### config.mk
export PLATFORM = sky130hd
export DESIGN_NAME = ram_fifo_ctrl_flat
export DESIGN_NICKNAME = d
export VERILOG_FILES = /design/src/rtl/fifo_pkg.sv /design/src/rtl/ram_fifo_ctrl_if.sv /design/src/rtl/fifo_mem.sv /design/src/rtl/ram_fifo_ctrl.sv /design/src/flat_wrapper.sv
export SDC_FILE = /design/constraint.sdc
export NUM_CORES = 1
export LEC_CHECK = 0
export ABC_AREA = 1
export CORE_MARGIN = 1
export CORE_UTILIZATION = 50
export CTS_BUF_LIST = sky130_fd_sc_hd__clkbuf_16
export DETAILED_ROUTE_END_ITERATION = 6
export PLACE_DENSITY_LB_ADDON = 0.08
export REMOVE_ABC_BUFFERS = 1
export SETUP_SLACK_MARGIN = 0.05
export SYNTH_ARGS = -nofsm -noshare
export SYNTH_HDL_FRONTEND = slang
export SYNTH_SLANG_ARGS = --single-unit
### constraint.sdc
create_clock -name clk -period 3.6 [get_ports clk]
set_input_delay 0.72 -clock clk [delete_from_list [all_inputs] [get_ports clk]]
set_output_delay 0.72 -clock clk [all_outputs]
set_load 0.03 [all_outputs]
### src/rtl/fifo_pkg.sv
// Purpose: shared defaults for the RAM-backed FIFO (word width, address width, depth).
// Latency: n/a, constants only.
// Backpressure: n/a.
package fifo_pkg;

    localparam int DW    = 4;
    localparam int AW    = 2;
    localparam int DEPTH = 2 ** AW;

endpackage

### src/rtl/ram_fifo_ctrl_if.sv
// Purpose: upstream/downstream valid-ready bus plus fill level for ram_fifo_ctrl.
// Latency: n/a, wires only.
// Backpressure: in_ready stalls the producer, out_ready stalls the FIFO output.
interface ram_fifo_ctrl_if #(
    parameter int DW = fifo_pkg::DW,
    parameter int AW = fifo_pkg::AW
);

    logic          in_valid;
    logic          in_ready;
    logic [DW-1:0] in_data;
    logic          out_valid;
    logic          out_ready;
    logic [DW-1:0] out_data;
    logic [AW:0]   level;

    // Environment side: produces input words and consumes output words.
    modport master (
        output in_valid,
        output in_data,
        output out_ready,
        input  in_ready,
        input  out_valid,
        input  out_data,
        input  level
    );

    // FIFO side.
    modport slave (
        input  in_valid,
        input  in_data,
        input  out_ready,
        output in_ready,
        output out_valid,
        output out_data,
        output level
    );

endinterface

### src/rtl/fifo_mem.sv
// Purpose: DEPTH x DW storage array, one write port and one registered read port.
// Latency: read data valid one cycle after re.
// Backpressure: none; rdata holds whenever re is low.
module fifo_mem #(
    parameter int DW = fifo_pkg::DW,
    parameter int AW = fifo_pkg::AW
) (
    input  logic          clk,
    input  logic          rst,
    input  logic          we,
    input  logic [AW-1:0] waddr,
    input  logic [DW-1:0] wdata,
    input  logic          re,
    input  logic [AW-1:0] raddr,
    output logic [DW-1:0] rdata
);

    logic [DW-1:0] mem [2**AW];

    // Array write; contents deliberately survive reset.
    always_ff @(posedge clk) begin
        if (we) begin
            mem[waddr] <= wdata;
        end
    end

    // Registered read port; only reloads on a read request.
    always_ff @(posedge clk) begin
        if (rst) begin
            rdata <= '0;
        end else if (re) begin
            rdata <= mem[raddr];
        end
    end

endmodule

### src/rtl/ram_fifo_ctrl.sv
// Purpose: FIFO controller over fifo_mem with a registered output stage (4 RAM words + 1 output word).
// Latency: push in cycle t into empty FIFO appears on out_data in t+2; 1 word/cycle sustained.
// Backpressure: in_ready drops when RAM holds 4 words; out_valid/out_data hold while out_ready is low.
module ram_fifo_ctrl #(
    parameter int DW = fifo_pkg::DW,
    parameter int AW = fifo_pkg::AW
) (
    input  logic           clk,
    input  logic           rst,
    ram_fifo_ctrl_if.slave bus
);

    localparam int          DEPTH_L   = 2 ** AW;
    localparam logic [AW:0] FULL_CNT  = (AW+1)'(DEPTH_L);
    localparam logic [AW:0] PTR_ONE   = (AW+1)'(1);

    // Pointers carry one extra bit so full (count == DEPTH) and empty differ.
    logic [AW:0]   wr_ptr;
    logic [AW:0]   rd_ptr;
    logic [AW:0]   ram_count;
    logic          out_valid_q;
    logic          push;
    logic          fetch;
    logic [DW-1:0] rdata;

    assign ram_count = wr_ptr - rd_ptr;

    // in_ready looks only at registered state, never at out_ready.
    assign bus.in_ready = !rst && (ram_count != FULL_CNT);
    assign push         = bus.in_valid && bus.in_ready;

    // Refill the output register when it is empty or being drained. ram_count
    // only reflects earlier pushes, so a fetch never hits this cycle's write slot.
    assign fetch = !rst && (ram_count != '0) && (!out_valid_q || bus.out_ready);

    // Pointer and output-valid state.
    always_ff @(posedge clk) begin
        if (rst) begin
            wr_ptr      <= '0;
            rd_ptr      <= '0;
            out_valid_q <= 1'b0;
        end else begin
            if (push) begin
                wr_ptr <= wr_ptr + PTR_ONE;
            end
            if (fetch) begin
                rd_ptr <= rd_ptr + PTR_ONE;
            end
            if (fetch) begin
                out_valid_q <= 1'b1;
            end else if (bus.out_ready) begin
                out_valid_q <= 1'b0;
            end
        end
    end

    fifo_mem #(
        .DW (DW),
        .AW (AW)
    ) u_mem (
        .clk   (clk),
        .rst   (rst),
        .we    (push),
        .waddr (wr_ptr[AW-1:0]),
        .wdata (bus.in_data),
        .re    (fetch),
        .raddr (rd_ptr[AW-1:0]),
        .rdata (rdata)
    );

    assign bus.out_valid = out_valid_q;
    assign bus.out_data  = rdata;
    assign bus.level     = ram_count + {{AW{1'b0}}, out_valid_q};

endmodule

### src/flat_wrapper.sv
// flat-port wrapper written by rule: the top's interface ports become plain ports
module ram_fifo_ctrl_flat 
#(
    parameter int DW = fifo_pkg::DW,
    parameter int AW = fifo_pkg::AW
)
  (clk, rst, bus_in_valid, bus_in_data, bus_out_ready, bus_in_ready, bus_out_valid, bus_out_data, bus_level);
  ram_fifo_ctrl_if #(.DW(DW), .AW(AW)) bus_i ();
  input  logic clk;
  input  logic rst;
  input wire logic [$bits(bus_i.in_valid)-1:0] bus_in_valid;
  input wire logic [$bits(bus_i.in_data)-1:0] bus_in_data;
  input wire logic [$bits(bus_i.out_ready)-1:0] bus_out_ready;
  output wire logic [$bits(bus_i.in_ready)-1:0] bus_in_ready;
  output wire logic [$bits(bus_i.out_valid)-1:0] bus_out_valid;
  output wire logic [$bits(bus_i.out_data)-1:0] bus_out_data;
  output wire logic [$bits(bus_i.level)-1:0] bus_level;
  assign bus_i.in_valid = bus_in_valid;
  assign bus_i.in_data = bus_in_data;
  assign bus_i.out_ready = bus_out_ready;
  assign bus_in_ready = bus_i.in_ready;
  assign bus_out_valid = bus_i.out_valid;
  assign bus_out_data = bus_i.out_data;
  assign bus_level = bus_i.level;
  ram_fifo_ctrl #(.DW(DW), .AW(AW)) u_core (.clk(clk), .rst(rst), .bus(bus_i));
endmodule
==> metrics.txt <==
# TYPE chip_impl_metric gauge
chip_impl_metric{name="vias",unit=""} 945
chip_impl_info{name="ws_path_type",value="flip-flop to output pin"} 1
chip_impl_metric{name="postCtsResizedCells",unit=""} 0
chip_impl_info{name="crit_path_start_kind",value="flip-flop"} 1
chip_impl_metric{name="period_minus_slack",unit="ps"} 3303
chip_impl_metric{name="timing.critical_path.fanout_max",unit=""} 4
chip_impl_metric{name="cts_made_buffers",unit=""} 3
chip_impl_metric{name="global_route.usage.total",unit="%"} 18.67
chip_impl_metric{name="timing.fmax",unit="MHz"} 302.7
chip_impl_metric{name="route.detailed.vias_per_inst",unit=""} 5.136
chip_impl_metric{name="finalWeightedCongestion",unit=""} 0.7773
chip_impl_metric{name="antenna_found_initial",unit=""} 0
chip_impl_metric{name="worstMarginPinSlew",unit="ps"} 430.7
chip_impl_metric{name="mean_syn_cell_area",unit="sq um"} 9.657
chip_impl_metric{name="drtPass1Iterations",unit=""} 4
chip_impl_metric{name="static-leakage-power",unit="uW"} 0.0006658
chip_impl_info{name="cts.root.buffer_cell",value="sky130_fd_sc_hd__clkbuf_16"} 1
chip_impl_metric{name="finalNetCount",unit=""} 172
chip_impl_metric{name="grt_pass1_vias",unit=""} 858
chip_impl_metric{name="clk_latency",unit="ps"} 260
chip_impl_metric{name="ff_latch_area",unit="sq um"} 700.7
chip_impl_info{name="mostFrequentLayoutCell",value="sky130_fd_sc_hd__nor2_1"} 1
chip_impl_metric{name="clock_path_buffers",unit=""} 2
chip_impl_metric{name="hold_slack",unit="ps"} 486.7
chip_impl_metric{name="cts_hold_buffers",unit=""} 0
chip_impl_metric{name="num-fill-cells",unit=""} 208
chip_impl_metric{name="yosys_register_bits",unit=""} 27
chip_impl_metric{name="die_x",unit="um"} 53.07
chip_impl_metric{name="vdd_drop_max",unit="mV"} 0.5602
chip_impl_info{name="outcome",value="complete, no violations"} 1
chip_impl_metric{name="setup_viol",unit=""} 0
chip_impl_info{name="worst_hold_path_type",value="flip-flop to flip-flop"} 1
chip_impl_metric{name="drt_iter0_markers",unit=""} 22
chip_impl_info{name="mostFrequentLayoutCells",value="sky130_fd_sc_hd__nor2_1, sky130_fd_sc_hd__inv_1, sky130_fd_sc_hd__nand2_1, sky130_fd_sc_hd__clkdlybuf4s50_1, sky130_fd_sc_hd__edfxtp_1"} 1
chip_impl_metric{name="final_number_of_max_transition_violations",unit=""} 0
chip_impl_metric{name="area_growth",unit="%"} 21.40
chip_impl_metric{name="top_level_ports",unit=""} 17
chip_impl_info{name="tritoncts",value="done"} 1
chip_impl_metric{name="count_of_unique_library_cells_instantiated_by_yosys",unit=""} 22
chip_impl_metric{name="cts.reportedPaths.clkPinSlew",unit="ps"} 60
chip_impl_metric{name="totalNegativeSetupSlack",unit="ps"} 0
chip_impl_metric{name="floorplan.die.height",unit="um"} 53.07
chip_impl_metric{name="grt-ovfl-total",unit=""} 0
chip_impl_info{name="worstSetupEndpointType",value="output pin"} 1
chip_impl_metric{name="maxSlewHeadroom",unit="%"} 71.18
chip_impl_metric{name="cp.arrival",unit="ps"} 2580
chip_impl_metric{name="power_per_cell_area",unit="nW/um^2"} 792.4
chip_impl_metric{name="place.port_buffers",unit=""} 16
chip_impl_metric{name="hold_violations",unit=""} 0
chip_impl_metric{name="cts.sink_count",unit=""} 27
chip_impl_metric{name="synthesis.yosys.warnings",unit=""} 0
chip_impl_metric{name="synthCells",unit=""} 135
chip_impl_metric{name="antenna_cells",unit=""} 0
chip_impl_metric{name="starting_density_of_the_core",unit="%"} 52.63
chip_impl_info{name="unrepaired_setup_endpoints_after_global_routing",value="no"} 1
chip_impl_metric{name="synth.cell_area",unit="sq um"} 1304
chip_impl_metric{name="synth_seq_area_share",unit="%"} 53.74
chip_impl_metric{name="floorplan.die_area",unit="sq um"} 2816
chip_impl_metric{name="fp-row-count",unit=""} 18
chip_impl_metric{name="core_region_area",unit="sq um"} 2477
chip_impl_metric{name="worst_ep_required_time",unit="ps"} 2880
chip_impl_metric{name="multi_input_combinational_cell_area",unit="sq um"} 520.5
chip_impl_metric{name="postCtsSetupRepairBufs",unit=""} 0
chip_impl_metric{name="final_min_period_over_clock_period",unit="%"} 91.75
chip_impl_metric{name="drt_drc_violations_left",unit=""} 0
chip_impl_metric{name="maxCapViolCount",unit=""} 0
chip_impl_metric{name="clock_skew",unit="ps"} 4.156
chip_impl_metric{name="post-dp-hpwl",unit="mm"} 1.741
chip_impl_metric{name="route.detailed.wl_per_inst",unit="um"} 12.14
chip_impl_metric{name="wire_length_of_the_first_global_routing_pass",unit="mm"} 3.663
chip_impl_metric{name="share_of_cells_above_drive_strength_1",unit="%"} 10.39
chip_impl_metric{name="route.final.wire_length",unit="mm"} 2.233
chip_impl_metric{name="ant_nets",unit=""} 0
chip_impl_metric{name="grt_max_degree",unit=""} 17
chip_impl_metric{name="htree_levels",unit=""} 1
where the power goes:
part	switching [uW]	internal [uW]	total (uW)
logic	367	230	597
registers	29.4	374	404
clock network	103	151	254
final cells by class:
class / instances / area share, %
clock inverters: 1 / 0.4743
repair buffers: 17 / 10.59
multi-input cells: 87 / 32.89
well taps: 30 / 2.372
flip-flops and latches: 27 / 44.27
clock buffers: 3 / 4.743
inverters: 19 / 4.664
cell families (layout without fill, tap and decap cells):
family | count (synthesis) | count (layout) | synth area share (%)
buffers and inverters | 21 | 40 | 6.333
adder cells (fa/ha/maj) | 9 | 9 | 9.213
XOR/XNOR | 3 | 3 | 2.016
AO/OA/AOI/OAI | 20 | 20 | 8.349
AND/OR/NAND/NOR | 55 | 55 | 20.35
flip-flops | 27 | 27 | 53.74
critical path, stage by stage (launching register included):
cell and delay (ps):
sky130_fd_sc_hd__dfxtp_1 370, sky130_fd_sc_hd__inv_1 120, sky130_fd_sc_hd__ha_1 220, sky130_fd_sc_hd__fa_1 420, sky130_fd_sc_hd__inv_1 110, sky130_fd_sc_hd__nand2_1 70
sky130_fd_sc_hd__nand2_1 70, sky130_fd_sc_hd__nand2_1 50, sky130_fd_sc_hd__nand3_2 100, sky130_fd_sc_hd__nand2_1 60, sky130_fd_sc_hd__inv_1 70, sky130_fd_sc_hd__clkdlybuf4s50_1 660
stage by stage:
stage	instances	setup slack, ps	instance area, sq um	total power (uW)	util [%]
global route	184	125.8	1583	1341	63.89
detailed placement	180	524.0	1500	1012	60.56
finish	184	296.9	1583	1254	63.89
CTS	184	266.4	1583	1266	63.89
global placement	180	561.6	1500	1005	60.56
floorplan	133	1012	1295	826.0	-
cells in the mapped netlist (all sizes together):
cell type	instances	area, sq um
xor2	3	26.28
nand4	2	12.51
edfxtp	16	480.5
inv	19	73.82
o21ai	13	65.06
ha	8	100.1
nand2	21	93.84
fa	1	20.02
nor2	23	86.33
dfxtp	11	220.2
clkbuf	1	3.750
a21oi	3	18.77
o22ai	4	25.02
buf	1	5.000
nand3	9	72.57
layer usage:
layer | routed length (um) | share of wire, % | GRT usage [%]
met1 | 1064 | 48 | 24.82
met2 | 1071 | 48 | 30.80
met3 | 78 | 3.5 | 4.310
met4 | 19 | 0.85 | 3.947
met5 | 0 | 0 | 0
sequential cells by signal, indices dropped and copies added, names as in the netlist:
register / count
u_core.u_mem.rdata: 4
u_core.rd_ptr: 3
u_core.bus.out_valid: 1
u_core.wr_ptr: 3
u_core.u_mem.mem: 16
final timing paths:
check                   startpoint  slack [ps]  cells past startpoint                     end
max               u_core.wr_ptr[0]         300                     11            bus_in_ready
min          u_core.u_mem.rdata[0]         490                      2   u_core.u_mem.rdata[0]
max reg2reg       u_core.wr_ptr[0]        1200                     10  u_core.u_mem.mem[2][3]
min reg2reg  u_core.u_mem.rdata[0]         490                      2   u_core.u_mem.rdata[0]
(Power assumes the default switching activity.)
